--- src/rtl/ascon_sequencer.sv ---
`default_nettype none
// +--------------------------------------------------------------------------+
// | Module   : ascon_sequencer                                               |
// | Purpose  : Steers one upstream 32-bit word stream into the key, nonce,   |
// |            associated-data and data channels of an Ascon core, then      |
// |            waits for the core tag (with a timeout) and reports done or   |
// |            error.                                                        |
// | Ports    : clk, rst          - clock, synchronous active-high reset      |
// |            start_i, cfg_*_i  - operation request and its configuration   |
// |            abort_i           - cancel the running operation              |
// |            in_word_i/in_valid_i/in_ready_o - upstream stream handshake   |
// |            core_word_o, *_valid_o, *_ready_i - core input channels       |
// |            data_in_type_o, data_in_last_o    - data channel sideband     |
// |            tag_i/tag_valid_i, tag_out_o      - core tag result           |
// |            busy_o, done_o, error_o, mode_o   - status / core mode        |
// | Revision : 1.0 - initial release                                         |
// +--------------------------------------------------------------------------+
module ascon_sequencer #(
  parameter int TIMEOUT = 1024
) (
  input  logic        clk,
  input  logic        rst,
  input  logic        start_i,
  input  logic        cfg_mode_i,
  input  logic [1:0]  cfg_type_i,
  input  logic [7:0]  cfg_assoc_len_i,
  input  logic [7:0]  cfg_data_len_i,
  input  logic        abort_i,
  input  logic [31:0] in_word_i,
  input  logic        in_valid_i,
  output logic        in_ready_o,
  output logic        busy_o,
  output logic        done_o,
  output logic        error_o,
  output logic [31:0] tag_out_o,
  output logic        mode_o,
  output logic [31:0] core_word_o,
  output logic        key_valid_o,
  output logic        nonce_valid_o,
  output logic        assoc_valid_o,
  output logic        data_in_valid_o,
  input  logic        key_ready_i,
  input  logic        nonce_ready_i,
  input  logic        assoc_ready_i,
  input  logic        data_in_ready_i,
  output logic [1:0]  data_in_type_o,
  output logic        data_in_last_o,
  input  logic [31:0] tag_i,
  input  logic        tag_valid_i
);

  localparam logic [2:0] S_IDLE  = 3'd0;
  localparam logic [2:0] S_KEY   = 3'd1;
  localparam logic [2:0] S_NONCE = 3'd2;
  localparam logic [2:0] S_ASSOC = 3'd3;
  localparam logic [2:0] S_DATA  = 3'd4;
  localparam logic [2:0] S_TAG   = 3'd5;
  localparam logic [2:0] S_DONE  = 3'd6;

  localparam int            TW       = $clog2(TIMEOUT + 1);
  localparam logic [TW-1:0] TAG_LAST = TW'(TIMEOUT - 1);

  logic [2:0]    state_q, state_d;
  logic [7:0]    wcnt_q, wcnt_d;
  logic [TW-1:0] tcnt_q, tcnt_d;
  logic          mode_q;
  logic [1:0]    type_q;
  logic [7:0]    alen_q;
  logic [7:0]    dlen_q;
  logic          error_q;
  logic [31:0]   tag_q;

  logic w_xfer;
  logic w_start_acc;
  logic w_err_set;
  logic w_data_empty;

  assign w_start_acc  = (state_q == S_IDLE) && start_i;
  assign w_data_empty = (dlen_q == 8'd0);
  // in_ready_o depends only on state and core readies, so this is not a loop
  assign w_xfer       = in_valid_i && in_ready_o;
  assign w_err_set    = ((state_q != S_IDLE) && abort_i) ||
                        ((state_q == S_TAG) && !tag_valid_i && (tcnt_q == TAG_LAST));

  // ---------------------------------------------------------------- registers
  always_ff @(posedge clk) begin
    if (rst) begin
      state_q <= S_IDLE;
      wcnt_q  <= '0;
      tcnt_q  <= '0;
      mode_q  <= 1'b0;
      type_q  <= 2'b00;
      alen_q  <= '0;
      dlen_q  <= '0;
      error_q <= 1'b0;
      tag_q   <= '0;
    end else begin
      state_q <= state_d;
      wcnt_q  <= wcnt_d;
      tcnt_q  <= tcnt_d;
      if (w_start_acc) begin
        mode_q  <= cfg_mode_i;
        type_q  <= cfg_type_i;
        alen_q  <= cfg_assoc_len_i;
        dlen_q  <= cfg_data_len_i;
        error_q <= 1'b0;
      end else if (w_err_set) begin
        error_q <= 1'b1;
      end
      // abort wins over a tag arriving in the same cycle
      if ((state_q == S_TAG) && tag_valid_i && !abort_i) begin
        tag_q <= tag_i;
      end
    end
  end

  // --------------------------------------------------------------- next state
  always_comb begin
    state_d = state_q;
    wcnt_d  = wcnt_q;
    tcnt_d  = tcnt_q;
    if ((state_q != S_IDLE) && abort_i) begin
      state_d = S_IDLE;
    end else begin
      if (w_xfer) begin
        wcnt_d = wcnt_q + 8'd1;
      end
      case (state_q)
        S_IDLE: begin
          if (start_i) state_d = S_KEY;
        end
        S_KEY: begin
          if (w_xfer && (wcnt_q == 8'd3)) state_d = S_NONCE;
        end
        S_NONCE: begin
          if (w_xfer && (wcnt_q == 8'd3)) begin
            state_d = (alen_q == 8'd0) ? S_DATA : S_ASSOC;
          end
        end
        S_ASSOC: begin
          if (w_xfer && (wcnt_q == alen_q - 8'd1)) state_d = S_DATA;
        end
        S_DATA: begin
          if (w_data_empty) begin
            if (data_in_ready_i) state_d = S_TAG;
          end else if (w_xfer && (wcnt_q == dlen_q - 8'd1)) begin
            state_d = S_TAG;
          end
        end
        S_TAG: begin
          if (tag_valid_i) begin
            state_d = S_DONE;
          end else if (tcnt_q == TAG_LAST) begin
            state_d = S_IDLE;
          end else begin
            tcnt_d = tcnt_q + 1'b1;
          end
        end
        S_DONE: begin
          state_d = S_IDLE;
        end
        default: begin
          state_d = S_IDLE;
        end
      endcase
    end
    // both counters are per-state and restart on every transition
    if (state_d != state_q) begin
      wcnt_d = '0;
      tcnt_d = '0;
    end
  end

  // ------------------------------------------------------------------ outputs
  always_comb begin
    in_ready_o      = 1'b0;
    key_valid_o     = 1'b0;
    nonce_valid_o   = 1'b0;
    assoc_valid_o   = 1'b0;
    data_in_valid_o = 1'b0;
    core_word_o     = '0;
    data_in_last_o  = 1'b0;
    data_in_type_o  = 2'b00;
    case (state_q)
      S_KEY: begin
        key_valid_o = in_valid_i;
        in_ready_o  = key_ready_i;
        core_word_o = in_word_i;
      end
      S_NONCE: begin
        nonce_valid_o = in_valid_i;
        in_ready_o    = nonce_ready_i;
        core_word_o   = in_word_i;
      end
      S_ASSOC: begin
        assoc_valid_o = in_valid_i;
        in_ready_o    = assoc_ready_i;
        core_word_o   = in_word_i;
      end
      S_DATA: begin
        if (w_data_empty) begin
          // empty message: a single typeless final transfer, nothing consumed upstream
          data_in_valid_o = 1'b1;
          data_in_last_o  = 1'b1;
        end else begin
          data_in_valid_o = in_valid_i;
          in_ready_o      = data_in_ready_i;
          core_word_o     = in_word_i;
          data_in_type_o  = type_q;
          data_in_last_o  = (wcnt_q == dlen_q - 8'd1);
        end
      end
      default: begin
      end
    endcase
  end

  assign busy_o    = (state_q != S_IDLE);
  assign done_o    = (state_q == S_DONE);
  assign error_o   = error_q;
  assign tag_out_o = tag_q;
  assign mode_o    = mode_q;

endmodule
`default_nettype wire

--- config.mk ---
export PLATFORM = sky130hd
export DESIGN_NAME = ascon_sequencer
export DESIGN_NICKNAME = d
export VERILOG_FILES = /design/src/rtl/ascon_sequencer.sv
export SDC_FILE = /design/constraint.sdc
export NUM_CORES = 1
export LEC_CHECK = 0
export ABC_CLOCK_PERIOD_IN_PS = 3200
export CORE_AREA = 4 4 92 94
export CTS_BUF_LIST = sky130_fd_sc_hd__clkbuf_2 sky130_fd_sc_hd__clkbuf_4 sky130_fd_sc_hd__clkbuf_8
export CTS_CLUSTER_SIZE = 24
export DETAILED_ROUTE_END_ITERATION = 16
export DIE_AREA = 0 0 96 98
export DONT_BUFFER_PORTS = 1
export GPL_TIMING_DRIVEN = 1
export PLACE_DENSITY = 0.66
export SETUP_SLACK_MARGIN = 0.2
export SLEW_MARGIN = 15
export SYNTH_ARGS = -nofsm -noshare
export SYNTH_HDL_FRONTEND = slang
export SYNTH_SLANG_ARGS = --single-unit
--- constraint.sdc ---
create_clock -name clk -period 3.2 [get_ports clk]
set_clock_uncertainty 0.05 [all_clocks]
set_input_delay 0.64 -clock clk [delete_from_list [all_inputs] [get_ports clk]]
set_output_delay 0.64 -clock clk [all_outputs]
set_load 0.005 [all_outputs]
Word level (Yosys, flattened, before mapping)
Cells that the tools add are included.

Register bits after elaboration: 74. Input bits: 93.

Add/sub/neg operators: 4. Eq/ne operators: 11. Multiplexer cells: 25. Bitwise gates (word level): 3. Reduce and logical (&&, ||, !) cells: 22.

Operator list (count): 32-bit case mux with 2 select lines (1); 3-bit two-way mux (11); 32-bit two-way mux (1); 3-bit case mux with 6 select lines (1); 8-bit equality test (2); 8-bit zero test (2); 8-bit by 1-bit subtractor with 8-bit output (second input constant) (2); 11-bit by 1-bit adder with 11-bit output (second input constant) (1); 11-bit by 10-bit equality test with 1-bit output (second input constant) (1); 1-bit logical AND (10); 3-bit equality test (second input constant) (3); 8-bit by 1-bit adder with 8-bit output (second input constant) (1); 8-bit by 2-bit equality test with 1-bit output (second input constant) (1); 1-bit two-way mux (8); 3-bit by 2-bit equality test with 1-bit output (second input constant) (2); 2-bit two-way mux (2); 1-bit case mux with 4 select lines (1); 4-bit AND reduction (1); 2-bit OR reduction (2); 3-bit by 1-bit equality test with 1-bit output (second input constant) (1); 3-bit zero test (1); 3-bit != test (1); 1-bit inverter (3); 3-bit nonzero test (1); 4 further kinds (5).

Depth between registers and ports, before layout
Word-level depth: 11. Depth in mapped cells: 12. Depth with buffers taken out: 9.

Least setup slack after synthesis
No wires, ideal clock.

Path kind: in2reg. Start point: input assoc_ready_i. End point: register wcnt_q[1]. Arrival time: 2.453 ns. Required time: 3.083 ns. Slack: 0.630 ns. Cell stages on the path: 9. Path buffers: 2. Cells stage by stage: mux2_2 a32o_1 a21o_1 buf_6 and4_4 a311oi_4 o211ai_2 buf_4 a21oi_4.

Longest elaborated chain between the ends: 9. Elaborated cells on any way between the ends: 15. Those cells by class: eq/ne: 1; mux: 8; reduce/logical: 6.

RTL lines: start: declaration (RTL line 44) `input logic assoc_ready_i,`; 1-bit case mux with 4 select lines * (RTL line 184) `case (state_q)`; named net in_ready_o (RTL line 31) `output logic in_ready_o,`; 1-bit logical AND * (RTL line 81) `assign w_xfer = in_valid_i && in_ready_o;`; 1-bit logical AND (RTL line 146) `end else if (w_xfer && (wcnt_q == dlen_q - 8'd1)) begin`; 3-bit two-way mux (RTL line 146); 3-bit two-way mux (RTL line 144) `if (w_data_empty) begin`; 3-bit case mux with 6 select lines (RTL line 128) `case (state_q)`; 3-bit two-way mux (RTL line 122) `if ((state_q != S_IDLE) && abort_i) begin`; 3-bit != test (RTL line 168) `if (state_d != state_q) begin`; 2-bit OR reduction (no line); end signal: assignment (RTL line 99) `wcnt_q <= wcnt_d;`; end: declaration (RTL line 64) `logic [7:0] wcnt_q, wcnt_d;`.

The timed path passes the listed nets; every way through them passes the cells marked *. A chain may end at the register's enable or synchronous reset.

Final worst setup path
Start point: register state_q[1]. End point: output core_word_o[23].

Longest elaborated chain between the ends: 3. Elaborated cells on any way between the ends: 6. Those cells by class: eq/ne: 4; mux: 1; reduce/logical: 1.

RTL lines: start: declaration (RTL line 63) `logic [2:0] state_q, state_d;`; start signal: assignment (RTL line 98) `state_q <= state_d;`; 3-bit by 2-bit equality test with 1-bit output or 3-bit by 1-bit equality test with 1-bit output (tied branches) (RTL line 184); 3-bit OR reduction (no line); 32-bit case mux with 2 select lines * (RTL line 184); end: declaration (RTL line 37) `output logic [31:0] core_word_o,`.

Mark *: on every way between the ends. The rest lies on a longest branch, timed or not.

==> reports/qor.csv <==
stage,metric,value,unit
drt,viasPerCell,5.57,
synth,synthSimpleGateAreaFrac,0.289,
pwr,internal-power,1.48,mW
die,core_area,0.00765,sq mm
synth,synth-compound-area-share,0.164,
clock_network,clk_pin_slew,80,ps
clock_network,clockBufferDepth,2,
placement,dpl.hpwl,7.54,mm
min_path,hold_class,in2reg,
die,die-area,0.00941,sq mm
drt,routed_wl,9.88,mm
die,initial_core_util,0.513,
sta,finalSetupViolCount,0,
placement,globalplace.congestion,0.873,
final_layout,n_antenna_cell,0,
pwr,clkPwrFrac,0.402,
sta,setup_slack,396,ps
grt,first_global_vias,3256,
synth,synth_top_family_by_area,simple AND/OR/NAND/NOR gates,
placement,io_buffers,0,
synth,synth.most_common_cell,nand2_1,
synth,synth_cell_types,52,
pwr,switchingPower,0.497,mW
synth,synth_edf_count,0,
sta,tightestPinTransition,1040,ps
drt,postRouteAntennaNets,0,
die,die_x,96,um
sta,timing.final.crit_share,0.876,
clock_network,clk_latency,340,ps
clock_network,cts.sinks,74,
synth,syn_inst,499,
synth,synth_largest_area_cell,dfxtp_1,
drt,via_count,3328,
clock_network,cts_tree,done,
grt,antenna_found_initial,0,
pwr,total_power,1.97,mW
synth,synth_area,0.00392,sq mm
die,num_io_pins,169,
synth,synth_flop_cell,dfxtp_1,
placement,place_ws,142,ps
sta,final_hold_viol_count,0,
worst_setup_path,worst-r2r-setup-slack,540,ps
sta,rsz0062_at_grt,false,
sta,post-route-min-period,2800,ps
clock_network,root_buffer,clkbuf_8,
worst_setup_path,path_max_fanout,32,
drt,drt_iter0_drc,194,
pwr,power_density,469,mW/mm^2
final_layout,nets,590,
worst_setup_path,worstSetupPathType,reg2out,
die,chipHeight,98,um
pwr,switching_share,0.251,
die,num_rows,32,
clock_network,cts_buffers,9,
grt,overflow,0,
synth,synth_fa_ha_area_frac,0.0191,
outcome,status,finished clean,
synth,async_flop_share,0,
grt,grtUsageTotal,0.213,
grt,grt_first_pass_wirelength,16.0,mm
synth,yosysWarnings,0,
worst_setup_path,arrival,2110,ps
sta,fmax,357,MHz
final_layout,layout-drive-gt1-share,0.107,
synth,synth_common_cells,"121 x nand2_1, 74 x dfxtp_1, 64 x a21oi_1, 36 x and2_1, 24 x xnor2_1",
pwr,peakVddDrop,340,uV
final_layout,area_growth,7.43,%
pwr,pwr-share-comb,0.111,
drt,route.detailed.drc,0,
clock_network,h-tree-depth,3,
synth,synthMuxAreaShare,0.0131,
synth,ys_seq_area_frac,0.378,
synth,syn_nets,598,
worst_setup_path,worstPathRequired,2510,ps
worst_setup_path,endpoint_kind,output port,
job,max-cap-violations,0,
synth,synth_xor_area_frac,0.0826,
final_layout,fillCellCount,710,
sta,slew_violations,0,
clock_network,ctsHoldBuffers,0,
synth,synthTopCellsByArea,"dfxtp_1 38%, nand2_1 12%, a21oi_1 8.2%",
drt,wire_per_inst,16.5,um
worst_setup_path,critPathLaunchType,register,
synth,ys_ff_latch,74,
sta,slew_headroom,0.305,
grt,grt_max_degree,55,
synth,netlist.area_leader.share,0.378,
pwr,power_frac_seq,0.487,
sta,fin_setup_tns,0,ps
pwr,cellLeakagePower,1.43,nW
drt,firstDrtPassIters,4,
synth,avgSynthCellArea,7.86,sq um
## placed cells by master, fill, tap and decap left out, drive strengths merged, types with 2 or more instances in the layout
cell      instances
or3               2
clkbuf           10
xnor2            24
nand4             9
o211ai            4
nor3b             3
nor2b             2
nand3b            4
inv              10
and3              4
nor3             13
o22ai             3
nand3            10
ha                6
bufinv            2
a211oi            2
and2             36
mux2i             4
a21oi            75
clkinvlp          3
and4              2
nor2             15
xor2             13
o21ai             5
dfxtp            74
nor4              4
a31oi             5
nand2           121
buf              14
a41oi             2
## per-stage QoR
stage | cell area [sq um] | hold slack, ps | cells | utilization
finish | 4210 | 315 | 598 | 0.551
floorplan | 3920 | 382 | 499 | -
detailed placement | 3980 | 393 | 582 | 0.521
CTS | 4210 | 287 | 598 | 0.550
global placement | 3980 | 382 | 582 | 0.521
global route | 4210 | 275 | 598 | 0.551
## area by class of cell
| type | count | area [sq um] | share of cell area |
|---|---|---|---|
| repair buffers | 14 | 105 | 0.0249 |
| well taps | 102 | 128 | 0.0303 |
| multi-input cells | 382 | 2240 | 0.531 |
| flip-flops and latches | 74 | 1480 | 0.352 |
| clock inverters | 6 | 91.3 | 0.0217 |
| clock buffers | 10 | 131 | 0.0312 |
| inverters | 10 | 37.5 | 0.00891 |
## state kept, by name, summed over array words and instances (netlist names)
signal / cells
tcnt_q: 11
state_q: 3
dlen_q: 8
type_q: 2
error_o: 1
wcnt_q: 8
alen_q: 8
tag_out_o: 32
mode_o: 1
## final timing paths
kind | from | endpoint | depth (start not counted)
setup / recovery | state_q[1] | core_word_o[23] | 7
hold / removal | rst | alen_q[7] | 1
setup reg to reg | wcnt_q[1] | tcnt_q[3] | 7
hold reg to reg | type_q[1] | type_q[1] | 2
## power groups by stage
stage | clock network [mW] | registers, mW | logic (mW)
6_report | 0.794 | 0.961 | 0.218
4_1_cts | 0.817 | 0.961 | 0.218
2_1_floorplan | 0 | 0.975 | 0.199
3_3_place_gp | 0 | 0.982 | 0.214
5_1_grt | 0.857 | 0.964 | 0.246
3_5_place_dp | 0 | 0.983 | 0.216
## kinds of logic after synthesis
kind of cell	Yosys count
adder cells (fa/ha/maj)	6
AND/OR/NAND/NOR	231
flip-flops	74
XOR/XNOR	37
buffers and inverters	43
AO/OA/AOI/OAI	103
multiplexers	5
## worst max-delay path: stages (launching register included)
cell and delay [ps]:
dfxtp_1 320, buf_4 170, or3b_4 410, a21oi_2 130
buf_4 150, o21bai_1 120, buf_4 260, and2_1 210
## repair_timing
item / in CTS / in global routing
setup buffers: 0 / 0
setup endpoints to repair: 0 / 22
hold endpoints to repair: 0 / 0
gates resized for setup: 0 / 3
## routing by layer
layer / up-vias / track usage / part of all wire
li1: 1665 / - / -
met1: 1530 / 0.286 / 0.44
met2: 122 / 0.303 / 0.45
met3: 11 / 0.0948 / 0.097
met4: 0 / 0.0700 / 0.015
met5: - / 0 / 0
Note: power is estimated with default switching activity, not from simulation.
